## config.mk

```make
export PLATFORM = sky130hd
export DESIGN_NAME = char_uart_tx
export DESIGN_NICKNAME = d
export VERILOG_FILES = /design/src/rtl/char_uart_tx.sv
export SDC_FILE = /design/constraint.sdc
export NUM_CORES = 1
export LEC_CHECK = 0
export CORE_ASPECT_RATIO = 0.75
export CORE_MARGIN = 2
export CORE_UTILIZATION = 55
export CTS_CLUSTER_DIAMETER = 120
export CTS_CLUSTER_SIZE = 28
export DETAILED_ROUTE_END_ITERATION = 16
export PLACE_DENSITY = 0.81
export SLEW_MARGIN = 20
export SYNTH_ARGS = -nofsm -noshare
export SYNTH_HDL_FRONTEND = slang
export SYNTH_SLANG_ARGS = --single-unit
```

## constraint.sdc

```tcl
create_clock -name CLK -period 2.4 [get_ports CLK]
set_input_delay 0.6 -clock CLK [delete_from_list [all_inputs] [get_ports CLK]]
set_output_delay 0.6 -clock CLK [all_outputs]
set_load 0.02 [all_outputs]
```

## src/rtl/char_uart_tx.sv

```systemverilog
// Character FIFO feeding an 8N1 UART transmitter; optionally appends CR LF after
// each input burst so the one-char-per-clock stream can drain at line rate.
module char_uart_tx #(
    parameter int unsigned CLK_DIV     = 434,
    parameter int unsigned DEPTH       = 16,
    parameter bit          APPEND_CRLF = 1'b1
) (
    input  logic                     CLK,
    input  logic                     RST,
    input  logic [7:0]               char_i,
    input  logic                     valid_i,
    output logic                     txd,
    output logic                     busy,
    output logic                     overflow,
    output logic [$clog2(DEPTH):0]   fifo_level
);

    localparam int unsigned AW = $clog2(DEPTH);
    localparam int unsigned LW = AW + 1;
    localparam int unsigned CW = $clog2(CLK_DIV);
    localparam logic [LW-1:0] FULL     = LW'(DEPTH);
    localparam logic [CW-1:0] DIV_LAST = CW'(CLK_DIV - 1);

    typedef enum logic [1:0] {IDLE, START, DATA, STOP} state_t;

    state_t        state;
    logic [7:0]    mem [DEPTH];
    logic [AW-1:0] wr_ptr;
    logic [AW-1:0] rd_ptr;
    logic [1:0]    pending;
    logic          valid_q;
    logic [CW-1:0] div_cnt;
    logic [2:0]    bit_idx;
    logic [7:0]    shreg;

    logic          fall;
    logic [1:0]    pend_eff;
    logic          crlf_go;
    logic          wr_req;
    logic          wr_en;
    logic [7:0]    wr_data;
    logic          pop;

    // A falling edge of valid_i acts as pending=2 in the same cycle, so the CR
    // goes in immediately and a reload mid-sequence restarts from CR.
    always_comb begin
        fall     = APPEND_CRLF && valid_q && !valid_i;
        pend_eff = fall ? 2'd2 : pending;
        crlf_go  = APPEND_CRLF && !valid_i && (pend_eff != 2'd0);
        wr_req   = valid_i || crlf_go;
        wr_data  = valid_i ? char_i : ((pend_eff == 2'd2) ? 8'h0D : 8'h0A);
        wr_en    = wr_req && (fifo_level != FULL);
        pop      = (state == IDLE) && (fifo_level != '0);
    end

    assign busy = (state != IDLE) || (fifo_level != '0) || (pending != 2'd0);

    always_ff @(posedge CLK) begin
        if (wr_en) mem[wr_ptr] <= wr_data;
    end

    always_ff @(posedge CLK or posedge RST) begin
        if (RST) begin
            state      <= IDLE;
            txd        <= 1'b1;
            overflow   <= 1'b0;
            fifo_level <= '0;
            wr_ptr     <= '0;
            rd_ptr     <= '0;
            pending    <= 2'd0;
            valid_q    <= 1'b0;
            div_cnt    <= '0;
            bit_idx    <= '0;
            shreg      <= '0;
        end else begin
            valid_q <= valid_i;
            if (crlf_go) pending <= pend_eff - 2'd1;
            if (wr_req && !wr_en) overflow <= 1'b1;
            if (wr_en) wr_ptr <= wr_ptr + 1'b1;
            if (pop) rd_ptr <= rd_ptr + 1'b1;
            fifo_level <= fifo_level + {{AW{1'b0}}, wr_en} - {{AW{1'b0}}, pop};

            case (state)
                IDLE: begin
                    txd <= 1'b1;
                    if (pop) begin
                        shreg   <= mem[rd_ptr];
                        div_cnt <= '0;
                        txd     <= 1'b0;
                        state   <= START;
                    end
                end
                START: begin
                    if (div_cnt == DIV_LAST) begin
                        div_cnt <= '0;
                        bit_idx <= '0;
                        txd     <= shreg[0];
                        state   <= DATA;
                    end else begin
                        div_cnt <= div_cnt + 1'b1;
                    end
                end
                DATA: begin
                    if (div_cnt == DIV_LAST) begin
                        div_cnt <= '0;
                        if (bit_idx == 3'd7) begin
                            txd   <= 1'b1;
                            state <= STOP;
                        end else begin
                            bit_idx <= bit_idx + 1'b1;
                            shreg   <= shreg >> 1;
                            txd     <= shreg[1];
                        end
                    end else begin
                        div_cnt <= div_cnt + 1'b1;
                    end
                end
                STOP: begin
                    if (div_cnt == DIV_LAST) begin
                        div_cnt <= '0;
                        state   <= IDLE;
                    end else begin
                        div_cnt <= div_cnt + 1'b1;
                    end
                end
                default: state <= IDLE;
            endcase
        end
    end

endmodule

```

Word-level counts from Yosys, hierarchy flattened
Memories as Yosys holds them, arrays and structs flattened. Index checks and enable logic that the tools add are counted.

Register bits: 40. Memory bits (writable): 128. Input port bits: 11. Logic and storage cells: 82. Memories: 1.

Add/sub/neg operators: 7. Equality and inequality tests: 13. Mux-type cells: 27. Reductions and logical operators: 23.

Memory list: mem (depth 16, width 8, read ports 1, clocked after memory_dff 0, wr ports 1, line 27) `logic [7:0] mem [DEPTH];`.

Operators with widths (number): $mux 8 (4); $mux 9 (2); $pmux 9 s2 (1); $pmux 8 s2 (1); $mux 2 (6); $mux 3 (4); $ne 2x2->1 const B (6); $reduce_bool 2->1 (5); $add 9x1->9 const B (1); $eq 9x9->1 const B (1); $add 4x1->4 const B (2); $pmux 2 s4 (1); $reduce_and 4->1 (2); $eq 2x2->1 const B (3); $mux 1 (6); $pmux 3 s2 (1); $add 5x1->5 (1); $logic_and 1x1->1 (5); $ne 5x5->1 const B (1); $reduce_and 5->1 (1); $reduce_bool 5->1 (1); $sub 5x1->5 (1); $add 3x1->3 const B (1); $eq 3x3->1 const B (1); other kinds (9) (12).

Longest topological paths before layout
Word-level depth: 9. Mapped depth: 14. Mapped depth without buffers: 14.

Least setup slack after synthesis
OpenSTA, ideal clock, no wires.

Path kind: input to register. Start point: input port valid_i. End point: register fifo_level[4]. Setup time: 123 ps. Data arrival time: 2572 ps. Slack: -295 ps. Stages: 14. Buffers on the path: 0. Path through: inv_2 nand2_1 nand2b_1 inv_1 ha_1 a21oi_2 nand2b_1 nand2_1 ha_1 fa_1 a21oi_1 nor2_1 nor2_1 xnor2_1.

Cells in the longest elaborated chain, start to end: 9.

Ends and longest elaborated chain: from (decl) (line 11) `input logic valid_i,`; $logic_not 1->1 (line 47, 49); $logic_and 1x1->1 (line 47) `fall = APPEND_CRLF && valid_q && !valid_i;`; $mux 2 (line 48) `pend_eff = fall ? 2'd2 : pending;`; $reduce_bool 2->1 (line 49) `crlf_go = APPEND_CRLF && !valid_i && (pend_eff != 2'd0);`; $logic_and 1x1->1 (line 49); $logic_or 1x1->1 * (line 50) `wr_req = valid_i || crlf_go;`; $logic_and 1x1->1 * (line 52) `wr_en = wr_req && (fifo_level != FULL);`; $add 5x1->5 * (line 81) `fifo_level <= fifo_level + {{AW{1'b0}}, wr_en} - {{AW{1'b0}}, pop};`; $sub 5x1->5 * (line 81); to (signal assigned) (line 81); to (decl) (line 15) `output logic [$clog2(DEPTH):0] fifo_level`.

Mark *: on every way between the ends. The rest lies on a longest branch, timed or not. A chain may end at the register's enable or synchronous reset.

Worst setup path in the final report
Start point: register fifo_level[3]. End point: output port busy.

Cells in the longest elaborated chain, start to end: 3.

Ends and longest elaborated chain: $reduce_bool 5->1 (line 56) `assign busy = (state != IDLE) || (fifo_level != '0) || (pending != 2'd0);`; $logic_or 1x1->1 (2 in a row) (line 56); to (decl) (line 13) `output logic busy,`.

No other way between the ends.

==> results.yml <==
run_status:
  status: "finished, violations left"
  violations: "setup timing"
critical_path:
  cpMaxStageDelayCell: "dfrtp_1"
  r2r_slack_ps: -10
  worst_ep_required_time_ps: 1800
  critPathArrivalTime_ps: 1900
  crit_chain: "inv_2, ha_4, nor4b_4, nand2_2, or3_4, buf_6"
  critical_path.max_fanout: 2
  critPathMaxStageDelay_ps: 400
  critPathKind: "reg -> out"
  path_buf_inv: 2
  startpoint_type: "register"
  crit_family: "simple AND/OR/NAND/NOR gates"
  end_kind: "output pin"
logic_synthesis:
  ys_seq_area_frac: 0.671
  synth_top_area_share: 0.532
  synth_seq_cells: 168
  syn_avg_cell_area_um2: 15.4
  synth_cell_types: 56
  synth_warnings: 0
  ys.flop_type: "edfxtp_1"
  synth_area_um2: 7220
  synth_top_area_cell: "edfxtp_1"
  synth_area_leaders: "edfxtp_1, dfrtp_1, mux4_2"
  async_reset_ff_frac: 0.238
  synth_fp_nets: 501
  syn_inst: 468
  synth_edf_count: 128
detailed_routing:
  dr.pass1.iters: 5
  viasPerCell: 5.82
  ant_nets: 0
  drc_errors: 0
  vias: 4299
  wl_um: 15400
  drtIter0Drc: 343
  wl_per_cell_um: 20.9
timing:
  period_share: 1.04
  finalWorstSetupSlack_ps: -103
  maxSlewViolCount: 0
  setup_violations: 2
  fmaxAchievable_ghz: 0.400
  fin_worst_skew_ps: 5.96
  rsz0062_at_grt: "true"
  timing.final.hold_violations: 0
  tightest_slew_ps: 697
  min_period_ps: 2500
  slew_headroom: 0.535
place:
  gp_congestion: 0.794
  placed_cells: 705
  post-place-ws_ps: -690
  portBuffers: 18
  dp_hpwl_um: 10300
  placed_cell_area_um2: 8090
min_path:
  min_path_type: "reg -> reg"
floorplan:
  coreArea_um2: 12900
  row_count: 36
  initial_utilization: 0.560
  die_w_um: 136
  fp.dieH_um: 103
  dieArea_um2: 14100
  pin_count: 19
power_and_ir_drop:
  peakVddDrop_v: 0.000700
  power_density_nw_per_um2: 962
  p_leak_nw: 3.19
  finalPower_w: 0.00838
clock_tree:
  clock_path_buffers: 2
  cts.sinks: 168
  cts_hold_buf: 0
  cts_tree: "built"
  clock-root-buffer: "clkbuf_16"
  path_clk_slew_ps: 70
  numCtsBuffers: 17
  worstSkewPairLatency_ps: 420
  cts_max_level: 4
global_routing:
  antenna_found_initial: 0
  grtUsageMet1: 0.305
  use_met3: 0.0673
  grtUsageMet2: 0.380
  grt_use_total: 0.233
  grt_pass1_wl_um: 23500
  grt_max_degree: 41
  grt_overflow: 0
  grt_pass1_vias: 4306
  grt.busiest_layer: "met2"
final_layout:
  final_cells: 739
  area_growth_pct: 20.7
  nets: 588
  diodes: 0
  drive_gt1_frac: 0.269
  fin_area_um2: 8710
  post-route-util: 0.676
  nFillCells: 854
run:
  drv_cap: 0
## final cells by class
type	instances	area, um^2	share of cell area
Inverter	15	68.8	0.00790
Clock buffer	19	453	0.0520
Sequential cell	168	4850	0.556
Tap cell	171	214	0.0246
Multi-Input combinational cell	269	2310	0.265
Clock inverter	13	114	0.0131
Timing Repair Buffer	84	709	0.0814
## through the flow
stage / hold WS [ps] / TNS, ps
2_1_floorplan: 462 / -49.0
3_3_place_gp: 453 / -49750
3_5_place_dp: 464 / -66000
4_1_cts: 479 / -106
5_1_grt: 503 / -350
6_report: 481 / -108
## cell usage in the layout (no fill, tap or decap), drive strengths merged, types with 6 or more instances in the layout
cell             n
ha              21
o21ai           17
inv             21
edfxtp         128
nand3            9
nor3             6
mux2i           16
dfrtp           39
xnor2            8
clkbuf          20
nand2           41
a22oi           12
a21oi           17
nor2            27
clkdlybuf4s50   16
and2             7
mux4            24
nand2b           8
buf             67
## synthesized netlist by cell type, types with 3 or more instances
library cell	number
o22ai_1	5
and3_1	4
o21ai_0	4
a22oi_1	12
edfxtp_1	128
o311ai_1	4
buf_6	3
mux4_2	24
nand3_1	9
a21oi_1	15
ha_1	21
nor2_1	27
nand2b_1	8
nor2b_1	4
buf_2	7
xnor2_1	8
nand2_1	41
o21ai_1	13
nor3_1	5
xor2_1	4
a31oi_1	5
o21a_1	5
and2_1	7
dfrtp_1	39
inv_1	13
mux2i_1	16
a21o_1	3
## state kept, by name, summed over array words and instances, names as in the netlist
signal,count
state,2
pending,2
valid_q,1
wr_ptr,4
overflow,1
txd,1
fifo_level,5
shreg,8
bit_idx,3
div_cnt,9
mem,128
rd_ptr,4
## power by group
group          switching (W)  internal [W]  total (W)
registers           0.000222       0.00370    0.00392
logic               0.000995      0.000868    0.00186
clock network        0.00118       0.00141    0.00259
total                0.00240       0.00598    0.00838
## kinds of logic after synthesis
logic type,count (synthesis),share of synthesized area
buf+inv,31,0.0230
compound gates,76,0.0712
flops,168,0.671
fa+ha+maj,22,0.0392
xor+xnor,12,0.0146
mux,43,0.102
simple gates,116,0.0785
## routing by layer
layer	part of all wire	wire [um]
met3	0.073	1130
met2	0.50	7640
met4	0.021	325
met1	0.41	6340
met5	0	0
## worst paths after layout
kind	startpoint	endpoint	cells past startpoint
max in group asynchronous	RST	txd	3
max reg2reg	fifo_level[3]	fifo_level[4]	14
max	fifo_level[3]	busy	6
min reg2reg	overflow	overflow	1
min in group asynchronous	RST	div_cnt[0]	3
min	overflow	overflow	1
## timing repair
action                     4_1_cts  5_1_grt
gates resized for setup         15        4
setup endpoints to repair       91       25
pin swaps                        4        3
setup buffers                    1        1
(Power assumes the default switching activity.)
